==> src/rtl/seg7_pkg.sv <==
// seg7_pkg: shared definitions for 7-segment capture and encoding.
//   - Segment codes for hex digits 0..F (bit0=a .. bit6=g, active high)
//   - Blank code
//   - Capture FSM state enum
//   - seg_encode(): hex value to segment pattern
package seg7_pkg;

    localparam logic [6:0] SEG_0     = 7'h3F;
    localparam logic [6:0] SEG_1     = 7'h06;
    localparam logic [6:0] SEG_2     = 7'h5B;
    localparam logic [6:0] SEG_3     = 7'h4F;
    localparam logic [6:0] SEG_4     = 7'h66;
    localparam logic [6:0] SEG_5     = 7'h6D;
    localparam logic [6:0] SEG_6     = 7'h7D;
    localparam logic [6:0] SEG_7     = 7'h07;
    localparam logic [6:0] SEG_8     = 7'h7F;
    localparam logic [6:0] SEG_9     = 7'h6F;
    localparam logic [6:0] SEG_A     = 7'h77;
    localparam logic [6:0] SEG_B     = 7'h7C;
    localparam logic [6:0] SEG_C     = 7'h39;
    localparam logic [6:0] SEG_D     = 7'h5E;
    localparam logic [6:0] SEG_E     = 7'h79;
    localparam logic [6:0] SEG_F     = 7'h71;
    localparam logic [6:0] SEG_BLANK = 7'h00;

    typedef enum logic [1:0] {
        ST_IDLE   = 2'd0,
        ST_SETTLE = 2'd1,
        ST_HOLD   = 2'd2
    } state_e;

    function automatic logic [6:0] seg_encode(input logic [3:0] hex);
        logic [6:0] seg;
        case (hex)
            4'h0: seg = SEG_0;
            4'h1: seg = SEG_1;
            4'h2: seg = SEG_2;
            4'h3: seg = SEG_3;
            4'h4: seg = SEG_4;
            4'h5: seg = SEG_5;
            4'h6: seg = SEG_6;
            4'h7: seg = SEG_7;
            4'h8: seg = SEG_8;
            4'h9: seg = SEG_9;
            4'hA: seg = SEG_A;
            4'hB: seg = SEG_B;
            4'hC: seg = SEG_C;
            4'hD: seg = SEG_D;
            4'hE: seg = SEG_E;
            default: seg = SEG_F;
        endcase
        return seg;
    endfunction

endpackage

==> src/rtl/seg7_decode.sv <==
// seg7_decode: combinational 7-segment pattern to hex decoder.
//   seg_i    [6:0] segment pattern (bit0=a .. bit6=g)
//   value_o  [3:0] decoded hex value (0 when not a legal digit)
//   legal_o        pattern is one of the 16 hex digit codes
//   blank_o        pattern is all segments off
module seg7_decode
    import seg7_pkg::*;
(
    input  logic [6:0] seg_i,
    output logic [3:0] value_o,
    output logic       legal_o,
    output logic       blank_o
);

    always_comb begin
        value_o = 4'h0;
        legal_o = 1'b1;
        case (seg_i)
            SEG_0:   value_o = 4'h0;
            SEG_1:   value_o = 4'h1;
            SEG_2:   value_o = 4'h2;
            SEG_3:   value_o = 4'h3;
            SEG_4:   value_o = 4'h4;
            SEG_5:   value_o = 4'h5;
            SEG_6:   value_o = 4'h6;
            SEG_7:   value_o = 4'h7;
            SEG_8:   value_o = 4'h8;
            SEG_9:   value_o = 4'h9;
            SEG_A:   value_o = 4'hA;
            SEG_B:   value_o = 4'hB;
            SEG_C:   value_o = 4'hC;
            SEG_D:   value_o = 4'hD;
            SEG_E:   value_o = 4'hE;
            SEG_F:   value_o = 4'hF;
            default: legal_o = 1'b0;
        endcase
    end

    assign blank_o = (seg_i == SEG_BLANK);

endmodule

==> src/rtl/seg7_capture.sv <==
// seg7_capture: debounced capture of an asynchronous 7-segment bus.
//   clk, rst_n          clock, async active-low reset
//   seg_in      [6:0]   raw segment lines (async to clk)
//   digit_out   [3:0]   last accepted hex value
//   digit_valid         pulse: legal digit accepted
//   pat_invalid         pulse: non-blank, non-digit pattern accepted
//   blank               level: last accepted pattern is all-off
//   seq_err             pulse: digit is not previous+1 (checker builds only)
//   err_count   [7:0]   saturating count of seq_err
// Optional: define SEG7_CAPTURE_SEQCHK_EN to build the sequence checker.
//
// state     | meaning
// ST_IDLE   | after reset, no candidate yet
// ST_SETTLE | counting consecutive samples equal to the candidate
// ST_HOLD   | pattern accepted, waiting for the sample to change
module seg7_capture
    import seg7_pkg::*;
#(
    parameter int unsigned STABLE_CYCLES = 16
) (
    input  logic       clk,
    input  logic       rst_n,
    input  logic [6:0] seg_in,
    output logic [3:0] digit_out,
    output logic       digit_valid,
    output logic       pat_invalid,
    output logic       blank,
    output logic       seq_err,
    output logic [7:0] err_count
);

    localparam logic [7:0] STABLE_N = 8'(STABLE_CYCLES);

    logic [6:0] sync1_q, sync2_q;
    state_e     state_q, state_d;
    logic [7:0] cnt_q, cnt_d;
    logic [6:0] cand_q, cand_d;
    logic [6:0] acc_q, acc_d;
    logic [3:0] digit_q, digit_d;
    logic       dv_q, dv_d;
    logic       pi_q, pi_d;
    logic       blank_q, blank_d;

    logic [3:0] dec_value;
    logic       dec_legal;
    logic       dec_blank;

    seg7_decode u_decode (
        .seg_i   (cand_q),
        .value_o (dec_value),
        .legal_o (dec_legal),
        .blank_o (dec_blank)
    );

    always_comb begin
        state_d = state_q;
        cnt_d   = cnt_q;
        cand_d  = cand_q;
        acc_d   = acc_q;
        digit_d = digit_q;
        dv_d    = 1'b0;
        pi_d    = 1'b0;
        blank_d = blank_q;
        case (state_q)
            ST_IDLE, ST_HOLD: begin
                if (sync2_q != acc_q) begin
                    state_d = ST_SETTLE;
                    cand_d  = sync2_q;
                    cnt_d   = 8'd1;
                end
            end
            ST_SETTLE: begin
                if (cnt_q == STABLE_N) begin
                    // Enough matching samples already seen; accept regardless
                    // of the current sample, which just starts the next run.
                    acc_d = cand_q;
                    if (dec_blank) begin
                        blank_d = 1'b1;
                    end else if (dec_legal) begin
                        digit_d = dec_value;
                        dv_d    = 1'b1;
                        blank_d = 1'b0;
                    end else begin
                        pi_d    = 1'b1;
                        blank_d = 1'b0;
                    end
                    if (sync2_q != cand_q) begin
                        state_d = ST_SETTLE;
                        cand_d  = sync2_q;
                        cnt_d   = 8'd1;
                    end else begin
                        state_d = ST_HOLD;
                    end
                end else if (sync2_q == cand_q) begin
                    cnt_d = cnt_q + 8'd1;
                end else if (sync2_q == acc_q) begin
                    state_d = ST_HOLD;
                end else begin
                    cand_d = sync2_q;
                    cnt_d  = 8'd1;
                end
            end
            default: state_d = ST_IDLE;
        endcase
    end

    always_ff @(posedge clk or negedge rst_n) begin
        if (!rst_n) begin
            sync1_q <= 7'h00;
            sync2_q <= 7'h00;
            state_q <= ST_IDLE;
            cnt_q   <= 8'd0;
            cand_q  <= SEG_BLANK;
            acc_q   <= SEG_BLANK;
            digit_q <= 4'h0;
            dv_q    <= 1'b0;
            pi_q    <= 1'b0;
            blank_q <= 1'b1;
        end else begin
            sync1_q <= seg_in;
            sync2_q <= sync1_q;
            state_q <= state_d;
            cnt_q   <= cnt_d;
            cand_q  <= cand_d;
            acc_q   <= acc_d;
            digit_q <= digit_d;
            dv_q    <= dv_d;
            pi_q    <= pi_d;
            blank_q <= blank_d;
        end
    end

    assign digit_out   = digit_q;
    assign digit_valid = dv_q;
    assign pat_invalid = pi_q;
    assign blank       = blank_q;

`ifdef SEG7_CAPTURE_SEQCHK_EN
    logic       ref_vld_q;
    logic       seq_err_q;
    logic [7:0] err_cnt_q;
    logic [3:0] digit_exp;

    assign digit_exp = digit_q + 4'd1;

    // digit_q still holds the previous accepted digit while dv_d is high.
    // A blank or invalid acceptance breaks the chain; the next digit only
    // becomes the new reference.
    always_ff @(posedge clk or negedge rst_n) begin
        if (!rst_n) begin
            ref_vld_q <= 1'b0;
            seq_err_q <= 1'b0;
            err_cnt_q <= 8'd0;
        end else begin
            seq_err_q <= 1'b0;
            if (dv_d) begin
                ref_vld_q <= 1'b1;
                if (ref_vld_q && (digit_d != digit_exp)) begin
                    seq_err_q <= 1'b1;
                    if (err_cnt_q != 8'hFF) begin
                        err_cnt_q <= err_cnt_q + 8'd1;
                    end
                end
            end else if (pi_d || (blank_d && !blank_q)) begin
                ref_vld_q <= 1'b0;
            end
        end
    end

    assign seq_err   = seq_err_q;
    assign err_count = err_cnt_q;
`else
    assign seq_err   = 1'b0;
    assign err_count = 8'd0;
`endif

endmodule

==> config.mk <==
export PLATFORM = sky130hd
export DESIGN_NAME = seg7_capture
export DESIGN_NICKNAME = d
export VERILOG_FILES = /design/src/rtl/seg7_pkg.sv /design/src/rtl/seg7_decode.sv /design/src/rtl/seg7_capture.sv
export SDC_FILE = /design/constraint.sdc
export NUM_CORES = 1
export LEC_CHECK = 0
export CAP_MARGIN = 20
export CORE_UTILIZATION = 50
export CTS_BUF_LIST = sky130_fd_sc_hd__clkbuf_16
export CTS_CLUSTER_SIZE = 28
export DETAILED_ROUTE_END_ITERATION = 10
export HOLD_SLACK_MARGIN = 0.08
export MAX_ROUTING_LAYER = met4
export PLACE_DENSITY = 0.75
export SLEW_MARGIN = 40
export SYNTH_ARGS = -nofsm -noshare
export SYNTH_HDL_FRONTEND = slang
export SYNTH_HIERARCHICAL = 1
export SYNTH_SLANG_ARGS = --single-unit
export TNS_END_PERCENT = 30
==> constraint.sdc <==
create_clock -name clk -period 2.2 [get_ports clk]
set_clock_uncertainty 0.15 [all_clocks]
set_input_delay 0.44 -clock clk [delete_from_list [all_inputs] [get_ports clk]]
set_output_delay 0.44 -clock clk [all_outputs]
set_load 0.01 [all_outputs]
; Yosys cells after proc, flatten, opt, wreduce, memory -nomap -nowiden
; Index checks and enable logic that the tools add are counted.
[word_totals]
input_bits = 9
out_inout_bits = 16
regBits = 45
elab_cells = 80
[op_classes]
reduce_logical = 10
eq_ne = 29
addsub = 1
muxes = 29
bitwise_logic = 1
[ops]
columns = cell, count
row1 = "7-bit == test, second input constant", 12
row2 = 4-bit case mux with 15 select lines, 1
row3 = 8-bit 2-to-1 mux, 5
row4 = 7-bit 2-to-1 mux, 5
row5 = 8-bit case mux with 2 select lines, 1
row6 = 16-bit OR reduction, 1
row7 = "7-bit by 3-bit == test with 1-bit output, second input constant", 2
row8 = "7-bit by 6-bit == test with 1-bit output, second input constant", 2
row9 = 7-bit == test, 2
row10 = 7-bit != test, 2
row11 = 7-bit case mux with 2 select lines, 1
row12 = "3-bit != test, second input constant", 4
row13 = 1-bit 2-to-1 mux, 10
row14 = 2-bit 2-to-1 mux, 5
row15 = "8-bit by 1-bit adder with 8-bit output, second input constant", 1
row16 = "8-bit by 5-bit == test with 1-bit output, second input constant", 1
row17 = 4-bit AND reduction, 2
row18 = 7-bit zero test, 1
row19 = 5-bit AND reduction, 1
row20 = "4-bit != test, second input constant", 1
row21 = 2-bit case mux with 2 select lines, 1
row22 = 3-bit AND reduction, 1
row23 = "2-bit by 1-bit == test with 1-bit output, second input constant", 1
row24 = "2-bit == test, second input constant", 1
row25 = other kinds (6), 6

; Longest topological paths before layout
[depth]
ltp_word = 7
depth_mapped = 9
ltp_nobuf = 7

; Hierarchy
; Netlist, hierarchy kept.
[modules_own_cells]
columns = mod, seq_area_each_um2, cells_per_inst, area_per_inst_um2, instances
row1 = seg7_capture, 1127.3, 157, 1979.4, 1
row2 = seg7_decode, 0.0, 48, 299.0, 1

; Worst setup path before layout
; OpenSTA, ideal clock, no wires.
[synth_timing]
path_kind = reg-to-reg
startpoint = reg cand_q[5]
endpoint = reg digit_q[0] (netlist: digit_out[0])
n_path_buf = 2
synth_period_minus_slack_ns = 2.433
arrival_time_ns = 2.158
setup_ns = 0.125
required_time_ns = 1.925
stages_incl_launch_ff = 8
setup_slack_ns = -0.233
path_cell_list = dfrtp_1 -> buf_6 -> or3_4 -> o32a_1 -> o2111ai_2 -> or3b_1 -> buf_6 -> mux2_4
[synth_between]
elab_chain_cells = 4
word_cells_on_any_way = 22
classes_between = 16 x eq/ne / 2 x mux / 1 x bitwise / 3 x reduce/logical
[synth_lines]
columns = element, line_no
row1 = start: declaration, seg7_capture.sv:37  ; logic [6:0] cand_q, cand_d;
row2 = start signal: assignment, seg7_capture.sv:124  ; cand_q <= cand_d;
row3 = 7-bit by 6-bit == test with 1-bit output (tied with other cells), seg7_decode.sv:18  ; case (seg_i)
row4 = 16-bit OR reduction (no source line) *, n/a
row5 = 1-bit 2-to-1 mux *, seg7_decode.sv:18
row6 = named net dec_legal, seg7_capture.sv:45  ; logic dec_legal;
row7 = 4-bit AND reduction (no source line) *, n/a
row8 = end signal: assignment, seg7_capture.sv:126  ; digit_q <= digit_d;
row9 = end: declaration, seg7_capture.sv:39  ; logic [3:0] digit_q, digit_d;
; Mark *: on every way through the listed nets, which the timed path passes. The rest lies on a longest branch.
; A chain may end at the register's enable or synchronous reset.

; Final worst setup path
[layout_timing]
startpoint = reg cand_q[4]
endpoint = reg digit_q[1] (netlist: digit_out[1])
; The elaborated chain is that of the path after synthesis.

==> results_dict.tcl <==
set metrics [dict create \
    final_antenna_net_count 0 \
    syn2layout_area_growth_pct 25.15 \
    use_met1_pct 22.81 \
    wl_per_cell_microns 13.96 \
    dp_slack_ns -0.1348 \
    worst_slack_ns -0.07240 \
    yosys_most_used_dff "dfrtp_1" \
    fmax_ghz 0.4401 \
    synth_edf_count 0 \
    violations "negative setup slack" \
    clkSlewWorstSetupHoldPaths_ns 0.06 \
    p_sw_mw 0.3966 \
    fp-row-count 24 \
    drv_cap 0 \
    dieHeight_microns 69.51 \
    r2r_slack_ns -0.07 \
    final_cell_mix "44 x dfrtp_1, 34 x buf_4, 15 x mux2_2" \
    async_flop_share_pct 100.0 \
    dr.pass1.iters 5 \
    seq_area_frac_synth_pct 49.48 \
    final-hold-violation-count 0 \
    viasPerCell 5.424 \
    portBuffers 15 \
    cts_tree "yes" \
    hold_class "reg -> reg" \
    cts_buffer_depth 2 \
    avgSynthCellArea_sq_um 11.11 \
    wl_microns 4245 \
    post-route-drc-count 0 \
    yosysWarnings 6 \
    root_buffer "clkbuf_16" \
    relSlewSlack_pct 64.96 \
    numCtsBuffers 5 \
    fin_crit_sh_pct 103.3 \
    grt_use_met2_pct 30.85 \
    overflow 0 \
    max_stage_delay_ns 0.45 \
    ir_drop_mv 0.5170 \
    clock_latency_ns 0.28 \
    cp_data_arrival_time_ns 2.29 \
    yosysUniqueCellTypes 49 \
    dieArea_sq_um 4831 \
    ys_ff_latch 45 \
    ios 25 \
    crit_slowest_cell "or3b_4" \
    finalMaxSlewViolations 0 \
    power_frac_seq_pct 46.5 \
    clockPowerShare_pct 43.6 \
    drt_iter0_markers 95 \
    numClockSinks 45 \
    start_util_pct 52.33 \
    fp.dieW_microns 69.51 \
    swShare_pct 21.31 \
    grt_usage_pct 18.92 \
    busiest_layer "met2" \
    path_cells "xnor2_1 > or4_4 > o31a_1 > o2111ai_2 > or3b_4 > mux2_4" \
    p_int_mw 1.464 \
    start_kind "flop" \
    critPathCaptureType "flop" \
    final_common_cell "dfrtp_1" \
    htreeDepth 2 \
    worst-path-buf-inv 0 \
    rsz0062_at_grt "true" \
    grt_pass1_wl_microns 6886 \
    hpwl_microns 2978 \
    first_global_vias 1534 \
    fin_util_pct 65.49 \
    gp_congestion 0.8743 \
    placeableCoreArea_sq_um 4354 \
    syn_area_sq_um 2278 \
    use_met3_pct 4.506 \
    cellLeakagePower_nw 1.284 \
    grt_antenna_before_repair 0 \
    nNetsFinal 263 \
    crit_fanout 5 \
    worstPathRequired_ns 2.22 \
    grt_max_degree 24 \
    diodes 0 \
    critPathTopFamily "simple AND/OR/NAND/NOR gates" \
    worst_slew_pin_slew_ns 0.5256 \
    critPathKind "reg -> reg" \
    outcome "finished with violations" \
    post-route-min-period_ns 2.272 \
    drive_above_1_share_pct 29.76 \
    finalSetupViolCount 4 \
    comb_power_share_pct 9.8 \
    synth_cells 205 \
    num_vias 1649 \
    p_per_area_nw_per_um2 652.6 \
]
==> registers in the layout (all words and copies together), names as in the netlist <==
name	flops
blank	1
sync1_q	7
digit_valid	1
cand_q	7
pat_invalid	1
cnt_q	8
state_q	2
sync2_q	7
digit_out	4
acc_q	7
==> final timing paths <==
path / from / end / cells after the start
worst max-delay path: cand_q[4] / digit_out[1] / 6
worst min-delay path: sync1_q[0] / sync2_q[0] / 0
worst max register to register: cand_q[4] / digit_out[1] / 6
worst min register to register: sync1_q[0] / sync2_q[0] / 0
max in group asynchronous: rst_n / cand_q[4] / 3
min in group asynchronous: rst_n / cnt_q[2] / 2
==> kinds of logic (layout without fill, tap and decap cells) <==
group / Yosys count / after routing / share of synthesized area [%]
and+or+nand+nor: 57 / 57 / 15.16
muxes: 19 / 19 / 10.05
buffers and inverters: 28 / 67 / 7.468
xor gates and xnor gates: 15 / 15 / 5.766
adders and majority gates: 2 / 2 / 1.098
other: 1 / 9 / 0.1646
AOI/OAI and AO/OA: 38 / 38 / 10.82
DFF: 45 / 45 / 49.48
==> cells in the mapped netlist (4+ instances only) <==
library cell | count | share of area, %
dfrtp_1 | 44 | 48
mux2_2 | 15 | 7.4
xnor2_1 | 12 | 4.6
buf_4 | 10 | 3.3
nand2_1 | 10 | 1.6
o21ai_0 | 10 | 2.2
inv_1 | 9 | 1.5
nor2_1 | 8 | 1.3
a21oi_1 | 7 | 1.5
nand3_1 | 7 | 1.5
nor3_1 | 7 | 1.5
a31oi_1 | 6 | 1.6
buf_2 | 4 | 0.88
mux2_4 | 4 | 2.6
o211ai_1 | 4 | 1.3
==> power groups by stage <==
stage	combinational, mW	clock (mW)	sequential [mW]
2_1_floorplan	0.102	0	0.882
3_3_place_gp	0.169	0	0.880
3_5_place_dp	0.171	0	0.881
4_1_cts	0.176	0.826	0.866
5_1_grt	0.201	0.857	0.868
6_report	0.183	0.812	0.866
==> layout make-up <==
type / count / area (sq um)
Clock inverter: 2 / 35.03
Clock buffer: 5 / 125.1
Multi-Input combinational cell: 140 / 1035
Tap cell: 52 / 65.06
Timing Repair Buffer: 51 / 430.4
Fill cell: 344 / 1503
Inverter: 9 / 33.78
Sequential cell: 45 / 1127
==> through the flow <==
stage / std cells / power (mW) / TNS [ns] / hold WS (ns) / cell area (sq um)
global route: 304 / 1.927 / -1.412 / 0.2063 / 2851
finish: 304 / 1.861 / -0.2830 / 0.1984 / 2851
global placement: 291 / 1.049 / -0.4356 / 0.1815 / 2620
detailed placement: 291 / 1.052 / -0.5307 / 0.1897 / 2620
floorplan: 213 / 0.9841 / -0.7402 / -0.005591 / 2312
CTS: 300 / 1.867 / -0.3782 / 0.2027 / 2800
==> per-layer routing <==
metal / vias to the layer above / wire, microns
li1: 800 / -
met1: 805 / 1847
met5: - / 0
met3: 7 / 142
met4: 0 / 78
met2: 37 / 2177
==> what timing repair did <==
action,in CTS,in global routing
pin swaps,0,4
hold endpoints to repair,21,0
resized for setup,1,7
buffers inserted,1,4
hold buffers,1,0
setup endpoints to repair,4,19
cloned,0,0
No activity file was read; power rests on OpenSTA's default activity.
